## src/rtl/alu_uart_interface_pkg.sv

```systemverilog
// Shared definitions for the UART-to-alu command interface: FSM state
// encoding and the alu opcode values carried in the third command byte.
package alu_uart_interface_pkg;

  typedef enum logic [2:0] {
    GET_A   = 3'd0,
    GET_B   = 3'd1,
    GET_OP  = 3'd2,
    LATCH   = 3'd3,
    WAIT_TX = 3'd4
  } state_t;

  localparam logic [5:0] OP_ADD = 6'b100000;
  localparam logic [5:0] OP_SUB = 6'b100010;
  localparam logic [5:0] OP_AND = 6'b100100;
  localparam logic [5:0] OP_OR  = 6'b100101;
  localparam logic [5:0] OP_XOR = 6'b100110;
  localparam logic [5:0] OP_SRA = 6'b000011;
  localparam logic [5:0] OP_SRL = 6'b000010;
  localparam logic [5:0] OP_NOR = 6'b100111;

endpackage

```

## src/rtl/alu_uart_interface.sv

```systemverilog
// Assembles A, B and opcode from received UART bytes, presents them to the alu
// and hands the result byte to the transmitter.
//
// state   | meaning
// GET_A   | waiting for operand A byte
// GET_B   | waiting for operand B byte
// GET_OP  | waiting for opcode byte
// LATCH   | alu result valid; capture it and pulse tx_start
// WAIT_TX | transmit in progress; wait for tx_done_tick
module alu_uart_interface
  import alu_uart_interface_pkg::*;
#(
  parameter int length   = 8,
  parameter int op_width = 6
) (
  input  logic                clk,
  input  logic                reset,
  input  logic [7:0]          rx_data,
  input  logic                rx_done_tick,
  input  logic                tx_done_tick,
  input  logic [length-1:0]   alu_result,
  output logic [length-1:0]   busA,
  output logic [length-1:0]   busB,
  output logic [op_width-1:0] op,
  output logic [7:0]          tx_data,
  output logic                tx_start,
  output logic                busy,
  output logic                overrun
);

  state_t state;

  assign busy = (state == LATCH) || (state == WAIT_TX);

  always_ff @(posedge clk) begin
    if (reset) begin
      state    <= GET_A;
      busA     <= '0;
      busB     <= '0;
      op       <= '0;
      tx_data  <= '0;
      tx_start <= 1'b0;
      overrun  <= 1'b0;
    end else begin
      tx_start <= 1'b0;
      overrun  <= 1'b0;
      case (state)
        GET_A: begin
          if (rx_done_tick) begin
            busA  <= rx_data[length-1:0];
            state <= GET_B;
          end
        end
        GET_B: begin
          if (rx_done_tick) begin
            busB  <= rx_data[length-1:0];
            state <= GET_OP;
          end
        end
        GET_OP: begin
          if (rx_done_tick) begin
            op    <= rx_data[op_width-1:0];
            state <= LATCH;
          end
        end
        LATCH: begin
          // alu_result is unsigned at this port, so the cast zero-extends
          tx_data  <= 8'(alu_result);
          tx_start <= 1'b1;
          overrun  <= rx_done_tick;
          state    <= WAIT_TX;
        end
        WAIT_TX: begin
          overrun <= rx_done_tick;
          if (tx_done_tick) state <= GET_A;
        end
        default: state <= GET_A;
      endcase
    end
  end

endmodule

```

## config.mk

```make
export PLATFORM = sky130hd
export DESIGN_NAME = alu_uart_interface
export DESIGN_NICKNAME = d
export VERILOG_FILES = /design/src/rtl/alu_uart_interface_pkg.sv /design/src/rtl/alu_uart_interface.sv
export SDC_FILE = /design/constraint.sdc
export NUM_CORES = 1
export LEC_CHECK = 0
export ABC_AREA = 1
export BUFFER_PORTS_ARGS = -buffer_cell sky130_fd_sc_hd__buf_2
export CAP_MARGIN = 40
export CORE_UTILIZATION = 47
export CTS_CLUSTER_DIAMETER = 200
export DETAILED_ROUTE_END_ITERATION = 10
export GPL_ROUTABILITY_DRIVEN = 0
export GPL_TIMING_DRIVEN = 1
export PLACE_DENSITY = 0.78
export SETUP_SLACK_MARGIN = 0.3
export SKIP_LAST_GASP = 1
export SLEW_MARGIN = 10
export SYNTH_ARGS = -nofsm -noshare
export SYNTH_HDL_FRONTEND = slang
export SYNTH_SLANG_ARGS = --single-unit
```

## constraint.sdc

```tcl
create_clock -name clk -period 1.8 [get_ports clk]
set_clock_uncertainty 0.15 [all_clocks]
set_input_delay 0.18 -clock clk [delete_from_list [all_inputs] [get_ports clk]]
set_output_delay 0.18 -clock clk [all_outputs]
set_load 0.05 [all_outputs]
```

After elaboration in Yosys (flattened, before gate mapping)
Index checks and enable logic that the tools add are counted.

Equal/unequal tests: 8. Mux-type cells: 6. Bitwise gates (word level): 1. Reductions and logical operators: 8.

Operators with widths (count): case mux 3 bit (5 select lines) (1); two-way mux 3 bit (4); inequality test 2 bit (second input constant) (4); equality test 3 x 2 -> 1 bit (second input constant) (2); AND reduction 2 bit (3); AND reduction 4 bit (1); OR reduction 2 bit (2); equality test 3 x 1 -> 1 bit (second input constant) (1); equality test 3 bit (second input constant) (1); zero test 3 bit (1); logical OR 1 bit (1); two-way mux 1 bit (1); NOT 1 bit (1).

Bits in registers: 35. Input bits: 20. Output and inout port bits: 33. Word-level logic and storage cells: 30.

Depth between registers and ports, before layout
Depth in word-level cells: 4. Mapped depth: 7. Depth with buffers taken out: 6.

Least setup slack after synthesis
Ideal clock, no wire load.

Kind: flip-flop to flip-flop. Start: register state[0]. End: register overrun. Library setup time: 65 ps. Data arrival time: 1319 ps. Required time: 1585 ps. Slack: 266 ps. Cell stages (with the launch flop): 7. Path buffers: 0. Clock period less this slack: 1534 ps. Path through: dfxtp_1 -> inv_1 -> nor3_4 -> inv_2 -> nand2_1 -> nand2_1 -> nor2_1.

Word-level cells in the longest chain between the ends: 4. Elaborated cells between the ends (all ways): 5. Classes of those cells: eq/ne (2); bitwise (1); reduce/logical (2).

RTL lines: from (decl) (RTL line alu_uart_interface.sv:31) `state_t state;`; from (signal assigned) (RTL line alu_uart_interface.sv:37) `state <= GET_A;`; from (signal assigned) (RTL line alu_uart_interface.sv:51) `state <= GET_B;`; from (signal assigned) (RTL line alu_uart_interface.sv:57) `state <= GET_OP;`; equality test 3 x 2 -> 1 bit or equality test 3 bit (tied branches) (RTL line alu_uart_interface.sv:47) `case (state)`; OR reduction 2 bit (no source line) (*); NOT 1 bit (no source line) (*); OR reduction 2 bit (no source line) (*); to (signal assigned) (RTL line alu_uart_interface.sv:70) `overrun <= rx_done_tick;`; to (signal assigned) (RTL line alu_uart_interface.sv:74) `overrun <= rx_done_tick;`; to (decl) (RTL line alu_uart_interface.sv:28) `output logic overrun`.

Mark *: on every way between the ends. The rest lies on a longest branch, timed or not. A chain may end at the register's enable or synchronous reset.

Final worst setup path
Start: register state[0]. End: output port busy.

Word-level cells in the longest chain between the ends: 2. Elaborated cells between the ends (all ways): 3. Classes of those cells: eq/ne (2); reduce/logical (1).

RTL lines: equality test 3 x 2 -> 1 bit or equality test 3 bit (tied branches) (RTL line alu_uart_interface.sv:33) `assign busy = (state == LATCH) || (state == WAIT_TX);`; logical OR 1 bit (*) (RTL line alu_uart_interface.sv:33); to (decl) (RTL line alu_uart_interface.sv:27) `output logic busy,`.

Marked as above.

==> impl_metrics.ini <==
[drt]
wl_um = 3580
vias = 1432
final_antenna_net_count = 0
top_layer = met4
wl_per_cell_um = 12.9
firstDrtPassIters = 4
drc = 0
wl_met3_um = 202
drt-met1-wl_um = 1570
wl_met2_um = 1750
viasPerCell = 5.15
first_iter_violations = 44

[grt]
grt_start_max_net_pins = 36
antenna_found_initial = 0
grt_pass1_wl_um = 5860
grt_pass1_vias = 1325
grt-ovfl-total = 0
grt_use_total = 0.243

[logic_synthesis]
netlist.area_leader.share = 0.520
synth_ff_type = dfxtp_1
yosysSeqAreaShare = 0.520
syn_area_per_cell_um2 = 7.97
ys_seq_elements = 35
ys_types = 17
syn_inst = 169
syn-num-nets = 189
synth_edf_count = 0
synth_area_um2 = 1350
yosysTopAreaCell = dfxtp_1
synthMostInstantiatedCell = nand2_1
yosys-top-cells-count = nand2_1 (53), dfxtp_1 (35), a21oi_1 (32)
synth_async_sr_flop_share = 0
synth.area.top_cells = dfxtp_1 (52%), nand2_1 (15%), a21oi_1 (12%)
yosysWarnings = 0

[finish]
instances_no_fill = 278
antenna_cells = 0
layout.nets = 266
fillers = 215
synthToLayoutAreaGrowth_pct = 43.5
finish.utilization = 0.707
layout-drive-gt1-share = 0.344

[timing]
slew_viol_final = 0
fin_hold_ws_ns = 0.0358
setup_viol = 0
tightestPinTransition_ns = 0.658
fin_setup_tns_ns = 0
grt_setup_unrepaired = true
hold_violations = 0
min_period_ns = 1.56
fmax_mhz = 641
fin_ws_ns = 0.241
min_period_over_period = 0.866
slew_headroom = 0.562

[floorplanning]
core-area_um2 = 2730
fp.dieH_um = 55.5
dieArea_um2 = 3080
io_pins = 53
rows = 19
fp.dieW_um = 55.5
initial_core_util = 0.492

[worst_setup_path]
worst_ep_required_time_ns = 1.47
cp-start-kind = flip-flop
cp_slowest_cell = dfxtp_4
worstPathCellList = buf_4, nor2_4, nand2_2, nand2_4, buf_8
path_max_fanout = 5
rrSetupSlack_ns = 0.32
critPathMaxStageDelay_ns = 0.37
critPathCaptureType = primary output
cp.arrival_ns = 1.23
path_class = reg -> out

[clock_network]
insertion_delay_ns = 0.33
cts-root-buf = clkbuf_4
cts_inserted_buffers = 5
cts_max_level = 2
clk_path_buf_depth = 2
clkTransAtPathRegs_ns = 0.10
cts_sinks = 35
cts_tree = done

[outcome]
outcome = completed

[power]
p_per_area_nw_per_um2 = 849
leakagePower_nw = 0.856
ir_drop_mv = 0.645

[place]
dpl.cell_count = 247
dp_hpwl_um = 2210
pre_cts_ws_ns = 0.299
io_buffers = 52

[hold_path]
worstHoldPathType = in -> reg

[job]
drv_cap = 0
==> layer usage <==
| metal | vias up | track usage |
|---|---|---|
| li1 | 720 | - |
| met3 | 9 | 0.0515 |
| met1 | 643 | 0.305 |
| met4 | 0 | 0.114 |
| met5 | - | 0 |
| met2 | 60 | 0.398 |
==> worst max-delay path, delay by kind of cell, from the launching register on <==
family / cells / cell delay [ns]
AND/OR/NAND/NOR: 3 / 0.25
buffers and inverters: 2 / 0.28
flip-flops: 1 / 0.37
==> worst paths after layout <==
path	start	to	depth (start not counted)
min	tx_done_tick	state[2]	4
min reg2reg	tx_data[6]	tx_data[6]	2
max	state[0]	busy	5
max reg2reg	state[0]	op[3]	4
==> cell families (layout without fill, tap and decap cells) <==
family | after synthesis | in the layout | synth area share
AOI/OAI and AO/OA | 33 | 33 | 0.131
and+or+nand+nor | 82 | 82 | 0.279
DFF | 35 | 35 | 0.520
buffers and inverters | 19 | 97 | 0.0697
==> layout make-up <==
cell class	count	area [um2]	share of cell area
clock inverters	1	5.00	0.00259
clock buffers	7	45.0	0.0233
flip-flops and latches	35	707	0.366
multi-input cells	115	574	0.297
inverters	8	33.8	0.0175
repair buffers	81	528	0.273
well taps	31	38.8	0.0201
==> stage by stage <==
| step | cell area (um2) | total power [mW] |
|---|---|---|
| after detailed placement | 1630 | 1.20 |
| final | 1930 | 1.64 |
| after floorplan | 1350 | 1.11 |
| after global placement | 1630 | 1.19 |
| after CTS | 1880 | 1.62 |
| after global routing | 1930 | 1.72 |
==> sequential cells by signal (all words and copies together) (netlist names) <==
register / count
tx_start: 1
overrun: 1
busA: 8
state: 3
busB: 8
op: 6
tx_data: 8
==> power by group <==
part	switching, mW	total, mW	internal [mW]
clock network	0.243	0.395	0.152
registers	0.0219	0.835	0.813
logic	0.271	0.411	0.139
==> cell usage in the layout (no fill, tap or decap), types with 2 or more instances in the layout <==
master         instances
dfxtp_2                2
clkinv_2               2
dfxtp_1               32
nor2_1                 3
clkbuf_4               5
clkbuf_1               2
nand2_1               51
inv_1                  4
buf_2                 51
dlygate4sd3_1         16
inv_2                  2
nor2_4                 2
buf_4                 13
nand4_1               15
nand3_1                7
a21oi_1               32
==> repair_timing <==
item | CTS | global route
setup buffers | 3 | 4
endpoints found under the hold margin | 17 | 0
pin swaps | 2 | 3
hold buffers | 16 | 0
setup endpoints to repair | 1 | 24
resized for setup | 8 | 7
Note: power is estimated with default switching activity, not from simulation.
